## src/rtl/arb_request_buffer.sv

```systemverilog
`default_nettype none
//==============================================================================
// arb_request_buffer : per-lane flit FIFOs raising requests toward a matrix
// arbiter; optional packet lock enabled by ARB_PACKET_LOCK_EN.   Rev 1.0
//==============================================================================
`ifndef CHANNELS
`define CHANNELS 5
`endif

module arb_request_buffer #(
   parameter int CHANNELS = `CHANNELS,
   parameter int FLIT_W   = 32,
   parameter int DEPTH    = 4
) (
   input  logic                       CLK,
   input  logic                       RST,
   input  logic [CHANNELS-1:0]        in_valid,
   input  logic [CHANNELS*FLIT_W-1:0] in_data,
   input  logic [CHANNELS-1:0]        in_tail,
   output logic [CHANNELS-1:0]        in_ready,
   input  logic                       out_ready,
   output logic [CHANNELS-1:0]        request_vector,
   input  logic [CHANNELS-1:0]        grant_vector,
   output logic                       out_valid,
   output logic [FLIT_W-1:0]          out_data,
   output logic                       out_tail,
   output logic                       grant_err
);

   localparam int PTR_W = $clog2(DEPTH);
   localparam int CNT_W = PTR_W + 1;
   localparam logic [CNT_W-1:0] FULL = CNT_W'(DEPTH);

   logic [CHANNELS-1:0] not_empty;
   logic [CHANNELS-1:0] lock_mask;
   logic [CHANNELS-1:0] pop;
   logic [FLIT_W:0]     head [CHANNELS];
   logic                onehot;
   logic                legal;

   assign request_vector = not_empty & lock_mask & {CHANNELS{out_ready}};

   // A grant is honoured only if it is empty or a single bit on a requesting lane
   assign onehot = (grant_vector != '0) &&
                   ((grant_vector & (grant_vector - CHANNELS'(1))) == '0);
   assign legal  = (grant_vector == '0) ||
                   (onehot && ((grant_vector & ~request_vector) == '0));
   assign pop       = legal ? grant_vector : '0;
   assign out_valid = |pop;

   always_comb begin
      {out_tail, out_data} = '0;
      for (int i = 0; i < CHANNELS; i++) begin
         if (pop[i]) {out_tail, out_data} = head[i];
      end
   end

   always_ff @(posedge CLK or posedge RST) begin
      if (RST) grant_err <= 1'b0;
      else     grant_err <= ~legal;
   end

`ifdef ARB_PACKET_LOCK_EN
   localparam int LANE_W = (CHANNELS > 1) ? $clog2(CHANNELS) : 1;

   logic              lock_active;
   logic [LANE_W-1:0] lock_lane;
   logic [LANE_W-1:0] pop_lane;

   always_comb begin
      pop_lane = '0;
      for (int i = 0; i < CHANNELS; i++) begin
         if (pop[i]) pop_lane = LANE_W'(i);
      end
   end

   assign lock_mask = lock_active ? (CHANNELS'(1) << lock_lane) : '1;

   // Only the locked lane can pop while locked, so its tail releases the lock
   always_ff @(posedge CLK or posedge RST) begin
      if (RST) begin
         lock_active <= 1'b0;
         lock_lane   <= '0;
      end else if (out_valid) begin
         if (!lock_active && !out_tail) begin
            lock_active <= 1'b1;
            lock_lane   <= pop_lane;
         end else if (lock_active && out_tail) begin
            lock_active <= 1'b0;
         end
      end
   end
`else
   assign lock_mask = '1;
`endif

   for (genvar i = 0; i < CHANNELS; i++) begin : g_lane
      logic [PTR_W-1:0] wr_ptr;
      logic [PTR_W-1:0] rd_ptr;
      logic [CNT_W-1:0] count;
      logic [FLIT_W:0]  mem [DEPTH];
      logic             push;

      assign in_ready[i]  = (count != FULL);
      assign not_empty[i] = (count != '0);
      assign push         = in_valid[i] & in_ready[i];
      assign head[i]      = mem[rd_ptr];

      always_ff @(posedge CLK or posedge RST) begin
         if (RST) begin
            wr_ptr <= '0;
            rd_ptr <= '0;
            count  <= '0;
         end else begin
            if (push)   wr_ptr <= wr_ptr + PTR_W'(1);
            if (pop[i]) rd_ptr <= rd_ptr + PTR_W'(1);
            if (push && !pop[i])      count <= count + CNT_W'(1);
            else if (!push && pop[i]) count <= count - CNT_W'(1);
         end
      end

      // Storage is not reset: a slot is only read after it has been written
      always_ff @(posedge CLK) begin
         if (push) mem[wr_ptr] <= {in_tail[i], in_data[i*FLIT_W +: FLIT_W]};
      end
   end

endmodule

`default_nettype wire

```

## config.mk

```make
export PLATFORM = sky130hd
export DESIGN_NAME = arb_request_buffer
export DESIGN_NICKNAME = d
export VERILOG_FILES = /design/src/rtl/arb_request_buffer.sv
export SDC_FILE = /design/constraint.sdc
export NUM_CORES = 1
export LEC_CHECK = 0
export ABC_AREA = 1
export CAP_MARGIN = 20
export CORE_MARGIN = 10
export CORE_UTILIZATION = 40
export CTS_CLUSTER_SIZE = 40
export DETAILED_ROUTE_END_ITERATION = 7
export PLACE_DENSITY = 0.68
export SLEW_MARGIN = 20
export SYNTH_ARGS = -nofsm -noshare
export SYNTH_HDL_FRONTEND = slang
export SYNTH_SLANG_ARGS = --single-unit
```

## constraint.sdc

```tcl
create_clock -name CLK -period 7.2 [get_ports CLK]
set_input_delay 0.72 -clock CLK [delete_from_list [all_inputs] [get_ports CLK]]
set_output_delay 0.72 -clock CLK [all_outputs]
set_load 0.005 [all_outputs]
```

Word level (Yosys, flattened, before mapping). Memory sizes are Yosys's and may differ from the RTL's. Cells that the tools add are included.

Register bits: 36. Bits in writable memories: 660. Input bits: 178. Output and inout bits: 45. Logic and storage cells: 126. Memories kept: 5.

$add $sub $neg: 21. Eq/ne operators: 5. Muxes and demuxes: 31. Bitwise operators: 10. Reduce and logical (&&, ||, !) cells: 38.

Memories: g_lane[0].mem (words 4, bits a word 33, rd ports 1, clocked after memory_dff 0, write ports 1, line 101) `logic [FLIT_W:0] mem [DEPTH];`; g_lane[1].mem (words 4, bits a word 33, rd ports 1, clocked after memory_dff 0, write ports 1, line 101); g_lane[2].mem (words 4, bits a word 33, rd ports 1, clocked after memory_dff 0, write ports 1, line 101); g_lane[3].mem (words 4, bits a word 33, rd ports 1, clocked after memory_dff 0, write ports 1, line 101); g_lane[4].mem (words 4, bits a word 33, rd ports 1, clocked after memory_dff 0, write ports 1, line 101).

Operators by type and width (number): two-way mux 32 bit (5); two-way mux 3 bit (10); adder 2 x 1 -> 2 bit (second input constant) (10); adder 3 x 1 -> 3 bit (second input constant) (5); bitwise AND 5 bit (3); logical NOT 5 bit (3); two-way mux 1 bit (15); inequality test 3 bit (second input constant) (5); nonzero test 3 bit (5); subtractor 3 x 1 -> 3 bit (second input constant) (5); logical AND 1 bit (12); logical NOT 1 bit (10); nonzero test 2 bit (5); bitwise AND 1 bit (5); two-way mux 5 bit (1); NOT 5 bit (1); nonzero test 5 bit (1); OR reduction 5 bit (1); subtractor 5 x 1 -> 5 bit (second input constant) (1); logical OR 1 bit (1); NOT 1 bit (1).

Depth between registers and ports, before layout. Gate-level depths: netlist of the first run.

Depth in word-level cells: 13. Depth in mapped cells: 17. Gate-level depth less buffers: 16.

Worst setup path after synthesis of the first run. Ideal clock, no wire load.

Path kind: in2reg. From: in grant_vector[0]. To: reg g_lane[4].count[1]. Library setup time: 0.125 ns. Data arrival time: 2.713 ns. Required time: 7.075 ns. Slack: 4.362 ns. Cell stages on the path: 14. Cell sequence: buf_4 > nor2_4 > nand2_1 > nor2_1 > nor2_1 > nor2_4 > nand2_4 > nor2_8 > buf_4 > inv_1 > ha_1 > inv_1 > fa_1 > mux2_2.

Word-level cells in the longest chain between the ends: 10. Elaborated cells between the ends (all ways): 16.

Ends and longest elaborated chain: from (decl) (line 23) `input logic [CHANNELS-1:0] grant_vector,`; subtractor 5 x 1 -> 5 bit (line 45) `((grant_vector & (grant_vector - CHANNELS'(1))) == '0);`; bitwise AND 5 bit (line 45); logical NOT 5 bit (line 45); logical AND 1 bit (line 44) `assign onehot = (grant_vector != '0) &&`; logical AND 1 bit (line 47) `(onehot && ((grant_vector & ~request_vector) == '0));`; logical OR 1 bit * (line 46) `assign legal = (grant_vector == '0) ||`; two-way mux 5 bit * (line 48) `assign pop = legal ? grant_vector : '0;`; logical NOT 1 bit (line 117) `if (push && !pop[i]) count <= count + CNT_W'(1);`; logical AND 1 bit (line 117); two-way mux 3 bit or nonzero test 2 bit (tied branches); to (signal assigned) (line 117); to (signal assigned) (line 118) `else if (!push && pop[i]) count <= count - CNT_W'(1);`; to (decl) (line 100) `logic [CNT_W-1:0] count;`.

Every way passes the cells marked *; elsewhere a longest branch is shown, timed or not. A chain may end at the register's enable or synchronous reset.

Final worst setup path of the first run.
From: reg g_lane[1].rd_ptr[0]. To: out out_data[8].

Word-level cells in the longest chain between the ends: 5.

Ends and longest elaborated chain: from (decl) (line 99) `logic [PTR_W-1:0] rd_ptr;`; from (signal assigned) (line 116) `if (pop[i]) rd_ptr <= rd_ptr + PTR_W'(1);`; memory (4 x 33 bit); two-way mux 32 bit (4 in a row) (line 54) `if (pop[i]) {out_tail, out_data} = head[i];`; to (decl) (line 25) `output logic [FLIT_W-1:0] out_data,`.

No other way between the ends.

==> impl_results.md, run 1 <==
- Worst reg2reg path startpoint: g_lane[4].count[0]
- Area grow syn2layout: 19.85%
- DPL Wire Length: 54.59 mm
- WL final: approximately 81 mm
- Synth Flop Type: edfxtp_1
- Synth cell types: 28
- Crit Path Max Fanout: 69
- Drt drc: 0
- CTS max path bufs: 3
- Total CTS buffers: 73
- H-tree Lvls: 3
- Synth Area in Adders: 0.01463
- Max Cap Viol: 0
- DRT iter0 DRCs: between 2,000 and 2,500
- Final Critical Period: a little over 5 ns
- Final setup violation count: 0
- Sw Ratio: 0.3605
- Placed instance count: around 3,300
- Cell count after synthesis: roughly 2,300
- DR pass1 iterations: 5
- Hold crit path type: reg -> reg
- Synth Register Bits: ~700
- Post-CTS Setup Bufs: 0
- Mapped cell area: around 28,000 sq um
- DIE AREA: 81,580 sq um
- Crit-path cells: buf_4 -> inv_1 -> buf_4 -> nor2_1 -> o21ai_0 -> nand4_1 -> nand2_1 -> nor2_1 -> nand3_1 -> clkdlybuf4s50_1
- Worst-Skew Late Latency: a little over 0.6 ns
- Post-Place Worst Slack: roughly 2.4 ns
- Reg2reg end: g_lane[2].count[1]
- # hold bufs at CTS: 0
- Ys async rst share: 0.05172
- Core Area: 70,030 sq um
- Global-route wire length before repair: 117.7 mm
- Power Density: about 400 nW/um^2
- Hold path start: g_lane[3].count[0]
- Number of global-route vias before repair: 18,250
- Endpoint, Worst Hold: g_lane[3].count[0]
- Row cnt: between 90 and 100
- I/O Buffers: between 200 and 250
- Final max-slew violation count: 0
- Congestion Overflow GR: 0
- Cell internal pwr: roughly 8.5 mW
- Avg Cell Area, Syn: around 13 sq um
- Yosys warning count: 0
- Total negative slack: 0 ns
- Slew of the pin with the lowest slew margin: roughly 1.1 ns
- EDFF count, synth: 660
- Post-Synth Simple-Gate Area: 0.1176
- Post-Route Utilization: 0.4830
- # resized after CTS: 0
- CTS tree: done
- CTS root buffer: clkbuf_16
- Slowest-stage cell, CP: o21ai_0
- Gr usage total: 0.1921
- Part of the Yosys area used for sequential elements: 0.7341
- DR vias: approximately 19,000
- Share of cells above drive strength 1: 0.07060
- Main combinational cell family by area after synthesis: simple AND/OR/NAND/NOR gates
- Sw power: around 4.8 mW
- Relative slew slack: 0.2386
- Leakage power: about 12 nW
- Clock Pin Slew Worst Setup and Hold Paths: about 0.06 ns
- CP arrival: 4.41 ns
- Worst Hold Depth: 1
- Final worst slack: 2.067 ns
- Crit. End Element: primary output
- Largest net degree at the start of global routing: 70
- Vias per cell: approximately 5.4
- Unrepaired setup endpoints after global routing: false
- Synth Area in Compound Gates: 0.08982
- Antenna Nets Post-Route: 0
- Sink Count: roughly 700
- F_max: around 0.2 GHz
- Mux contribution to synthesized area: 0.001197
- Logic pwr share: 0.308
- Chip Width: 285.6 um
- Final Non-Filler Cells: 3,455
- DIE HEIGHT: around 290 um
- Critical Path Start Type: register
- Worst Setup Path Type: reg -> out
- Final hold slack: about 0.54 ns
- Nets: around 2,700
- Most frequent cells in the layout: 660 x edfxtp_1, 541 x nor2_1, 321 x o21ai_0
- GP Congestion: 0.9020
- Hold Fails Final Rpt: 0
- Initial antenna violation count: 25
- WP data required: about 6.5 ns
- I/O pin count: ~220
- R2R depth: 11
- XOR/XNOR Fraction of Synth Area: 0.007758
- Clock network fraction of total power: 0.270
- Commonest non-fill, non-tap cell in the layout: edfxtp_1
- Fin Clk Skew: between 0.02 and 0.025 ns
- Drt wl/cell: about 23 um
- Max VDD drop: 0.0001991 V
- Starting Density: 0.4030
- Syn nets: roughly 2,500
- R2r setup slk: around 3.7 ns
- Fin crit share: 0.7130
- Flop pwr share: 0.422
- Run status: finished clean
- Max stage delay on crit path: between 0.8 and 0.9 ns
-- cells in the mapped netlist (all sizes together) (7+ instances only) --
| library cell | n | share of area |
|---|---|---|
| buf | 52 | 0.0098 |
| nand4 | 66 | 0.015 |
| nand2 | 138 | 0.019 |
| ha | 25 | 0.011 |
| nor2 | 566 | 0.077 |
| xnor2 | 8 | 0.0025 |
| nand3 | 40 | 0.0073 |
| clkbuf | 87 | 0.012 |
| xor2 | 17 | 0.0053 |
| o32ai | 66 | 0.020 |
| inv | 102 | 0.014 |
| o21ai | 341 | 0.060 |
| o22ai | 33 | 0.0073 |
| dfrtp | 36 | 0.032 |
| a21oi | 7 | 0.0012 |
| edfxtp | 660 | 0.70 |
-- metal layers --
layer	global-route usage	wire, um	vias to the layer above
met5	0	139	-
met2	0.3161	39750	783
met3	0.05003	6737	166
met1	0.2400	31490	9260
li1	-	-	8484
met4	0.07554	2843	24
-- registers in the layout (all words and copies together) (netlist names) --
register,flops
g_lane.mem,660
g_lane.rd_ptr,10
grant_err,1
g_lane.wr_ptr,10
g_lane.count,15
-- area by class of cell --
class	count	area, sq um
diodes	8	20.02
clock buffers	98	1962
clock inverters	31	352.8
fillers	5998	36200
inverters	102	382.9
multi-input cells	1316	6594
flip-flops and latches	696	20730
well taps	940	1176
repair buffers	264	2610
-- how the worst max path moves through the flow --
stage	startpoint	endpoint	slack (ns)	depth (start not counted)
after floorplan	grant_vector[0]	g_lane[4].count[1]	4.36	14
after global placement	grant_vector[0]	out_data[25]	2.53	12
after detailed placement	grant_vector[0]	out_data[25]	2.41	12
after CTS	g_lane[1].rd_ptr[0]	out_data[7]	2.05	10
after global routing	g_lane[1].rd_ptr[0]	out_data[10]	1.82	10
final	g_lane[1].rd_ptr[0]	out_data[8]	2.07	10
-- per-stage QoR --
stage	total power, mW	area [sq um]
2_1_floorplan	7.998	28220
3_3_place_gp	9.634	31380
3_5_place_dp	9.817	31490
4_1_cts	13.43	33800
5_1_grt	14.01	33830
6_report	13.36	33830
-- power by group through the flow --
stage | logic [mW] | clock network (mW) | registers [mW]
global route | 4.47 | 3.83 | 5.71
detailed placement | 4.11 | 0 | 5.71
floorplan | 2.38 | 0 | 5.62
global placement | 3.96 | 0 | 5.67
CTS | 4.12 | 3.67 | 5.63
finish | 4.11 | 3.61 | 5.64
-- worst max-delay path: cells and delay by family, from the launching register on --
family / cells / cell delay [ns]
buf+inv: 4 / 1.91
compound gates: 1 / 0.89
flops: 1 / 0.38
simple gates: 5 / 0.55
-- logic make-up (layout without fill, tap and decap cells) --
group,Yosys count,after routing
and+or+nand+nor,810,810
DFF,696,696
AOI/OAI and AO/OA,448,448
buffers and inverters,241,495
adders and majority gates,30,30
xor gates and xnor gates,25,25
muxes,3,3
other,0,8
(Power assumes the default switching activity.)
==> run 2, diff against run 1 <==
--- a/config.mk
+++ b/config.mk
@@ -11,7 +11,7 @@
 export CORE_UTILIZATION = 40
 export CTS_CLUSTER_SIZE = 40
 export DETAILED_ROUTE_END_ITERATION = 7
-export PLACE_DENSITY = 0.68
+export PLACE_DENSITY = 0.71
 export SLEW_MARGIN = 20
 export SYNTH_ARGS = -nofsm -noshare
 export SYNTH_HDL_FRONTEND = slang
==> constraint.sdc (replaced) <==
create_clock -name CLK -period 4.4 [get_ports CLK]
set_input_delay 0.44 -clock CLK [delete_from_list [all_inputs] [get_ports CLK]]
set_output_delay 0.44 -clock CLK [all_outputs]
set_load 0.005 [all_outputs]
==> impl_results.md, run 2 (synthesis gave the netlist of run 1 again) <==
- Run status: finished clean (unchanged)
- Largest net degree at the start of global routing: 69 (was 70)
- Area grow syn2layout: 20.56% (was 19.85%)
- # hold bufs at CTS: 0 (unchanged)
- WL met2: 38.75 mm (was 39.75 mm)
- Sequential cell area: 20,730 sq um (about the same)
- Crit. End Element: primary output (unchanged)
- Reg2reg end: g_lane[4].count[1] (was g_lane[2].count[1])
- Worst reg2reg path startpoint: g_lane[3].count[0] (was g_lane[4].count[0])
- Buf/Inv on CP: 3 (was 4)
- Commonest non-fill, non-tap cell in the layout: edfxtp_1 (unchanged)
- Worst Setup Path Type: reg -> out (unchanged)
- CTS tree: done (unchanged)
- Relative slew slack: 0.2764 (was 0.2386)
- Largest Register: g_lane.mem (unchanged)
- R2r setup slk: 1.12 ns (was 3.70 ns)
- Sink Count: 696 (unchanged)
- R2R depth: 13 (was 11)
- DIE HEIGHT: 285.6 um (unchanged)
- Final Non-Filler Cells: 3,467 (was 3,455)
- Starting Density: 0.4030 (unchanged)
- DIE AREA: 81,580 sq um (unchanged)
- Leakage power: 11.76 nW (was 11.64 nW)
- Initial antenna violation count: 17 (was 25)
- Vias per cell: 5.446 (was 5.417)
- Unrepaired setup endpoints after global routing: false (unchanged)
- DR vias: 18,880 (was 18,720)
- Drt wl/cell: 23.13 um (was 23.43 um)
- CTS max path bufs: 3 (unchanged)
- Max FFs per register: 660 (unchanged)
- Drt drc: 0 (unchanged)
- Crit-path cells: inv_1 -> nand3_1 -> nand2_1 -> nand2_1 -> nand2_1 -> nor2_4 -> buf_4 -> nand4_1 -> nand2_1 -> nor2_1 -> nand3_1 -> clkdlybuf4s50_1 (was buf_4 -> inv_1 -> buf_4 -> nor2_1 -> o21ai_0 -> nand4_1 -> nand2_1 -> nor2_1 -> nand3_1 -> clkdlybuf4s50_1)
- CP delay by family, top: simple AND/OR/NAND/NOR gates (was buffers and inverters)
- Number of global-route vias before repair: 18,220 (was 18,250)
- Metal3 WL: 7.858 mm (was 6.737 mm)
- DR pass1 iterations: 6 (was 5)
- Fin Clk Skew: 0.02259 ns (was 0.02212 ns)
- Hold crit path type: in -> async (was reg -> reg)
- Global-route wire length before repair: 117.2 mm (was 117.7 mm)
- Hold Fails Final Rpt: 0 (unchanged)
- Max Used Layer: met5 (unchanged)
- GP Congestion: 0.8880 (was 0.9020)
- Total negative slack: 0 ns (unchanged)
- Post-CTS Setup Bufs: 0 (unchanged)
- Share of cells above drive strength 1: 0.08049 (was 0.07060)
- Critical Path Start Type: register (unchanged)
- I/O Buffers: 222 (unchanged)
- Gr usage total: 0.1910 (was 0.1921)
- Final max-slew violation count: 0 (unchanged)
- Final Critical Period: roughly 4.2 ns
- Most frequent cells in the layout: 660 x edfxtp_1, 541 x nor2_1, 324 x o21ai_0 (was 660 x edfxtp_1, 541 x nor2_1, 321 x o21ai_0)
- CP dominant cell by count: nand2_1
- Fin crit share: 0.9544
- DPL Wire Length: 54.44 mm (was 54.59 mm)
- Total CTS buffers: 72 (was 73)
- Slew of the pin with the lowest slew margin: 1.084 ns (was 1.130 ns)
- Multi-input gate area: 6604 sq um (was 6594 sq um)
- WP data required: 3.96 ns (was 6.48 ns)
- Row cnt: 97 (unchanged)
- CP arrival: 3.76 ns (was 4.41 ns)
- FILL cells: 5,863 (was 5,998)
- Power Density: 646.1 nW/um^2 (was 395.1 nW/um^2)
- WL final: 80.20 mm (was 80.97 mm)
- Congestion Overflow GR: 0 (unchanged)
- Chip Width: 285.6 um (unchanged)
- CTS root buffer: clkbuf_16 (unchanged)
- H-tree Lvls: 3 (unchanged)
- Largest registers: g_lane.mem x660, g_lane.count x15 (unchanged)
- Max Cap Viol: 0 (unchanged)
- Clock Pin Slew Worst Setup and Hold Paths: 0.06 ns (about the same)
- M1 WL: 30.96 mm (was 31.49 mm)
- # resized after CTS: 0 (unchanged)
- Placed instance count: 3,328 (was 3,318)
- Post-Place Worst Slack: 0.5668 ns (was 2.405 ns)
- Nets: 2,672 (was 2,661)
- CP Launch Point: g_lane[3].count[0] (was g_lane[1].rd_ptr[0])
- Final worst slack: 0.2005 ns (was 2.067 ns)
- Crit Path Max Fanout: 66 (was 69)
- F_max: approximately 0.24 GHz
- Max stage delay on crit path: 0.57 ns (was 0.89 ns)
- Antenna Nets Post-Route: 0 (unchanged)
- I/O pin count: 223 (unchanged)
- Core Area: 70,030 sq um (unchanged)
- Power Total: 21.99 mW (was 13.36 mW)
- Worst-Skew Late Latency: 0.61 ns (was 0.62 ns)
- Max VDD drop: 0.0002998 V (was 0.0001991 V)
- Final setup violation count: 0 (unchanged)
- DRT iter0 DRCs: 2,142 (was 2,019)
- Slowest-stage cell, CP: buf_4 (was o21ai_0)
[run 2: changes by cell type in the layout (fill, tap and decap cells not counted), moves of 3 or more]
| cell | before | now |
|---|---|---|
| diode_2 | 8 | 5 |
| o21ai_1 | 20 | 17 |
| o21ai_0 | 321 | 324 |
| clkinv_1 | 10 | 5 |
| clkbuf_8 | 2 | 8 |
| clkinv_2 | 9 | 12 |
| buf_4 | 38 | 46 |
| clkbuf_1 | 22 | 18 |
| inv_6 | 1 | 4 |
| buf_12 | 1 | 6 |
[run 2: worst min-delay path, cell delays in order]
cell,delay [ns]
clkdlybuf4s50_1,0.45
inv_2,0.06
buf_4,0.48
[run 2: worst max-delay path by stage]
stage,end,slack [ns],cells past startpoint
after floorplan,g_lane[4].count[1],1.84,14
after global placement,out_data[6],0.64,12
after detailed placement,out_data[6],0.57,12
after CTS,out_data[6],0.26,12
after global routing,out_data[6],0.04,12
final,out_data[9],0.20,12
[run 2: power breakdown]
part,internal (mW),switching (mW)
combinational,1.93,4.72
clock,3.57,2.48
sequential,8.76,0.527
total,14.3,7.73
[run 2: per-layer routing]
layer / global-route usage / vias to the layer above
met4: 0.06277 / 16
met1: 0.2426 / 9319
met5: 0 / -
met3: 0.05241 / 142
li1: - / 8525
met2: 0.3135 / 880
[run 2: area by class of cell]
| cell class | count | share of cell area |
|---|---|---|
| well taps | 940 | 0.03457 |
| flip-flops and latches | 696 | 0.6093 |
| clock buffers | 99 | 0.05891 |
| inverters | 102 | 0.01125 |
| clock inverters | 33 | 0.01096 |
| repair buffers | 276 | 0.08060 |
| diodes | 5 | 0.0003677 |
| multi-input cells | 1316 | 0.1941 |
[run 2: stage by stage]
step	instance area [sq um]	hold slack, ns	utilization
finish	34030	0.3471	0.4859
global route	34020	0.3699	0.4858
CTS	33960	0.3677	0.4850
detailed placement	31590	0.5374	0.4510
global placement	31500	0.5170	0.4498
floorplan	28220	0.5031	-
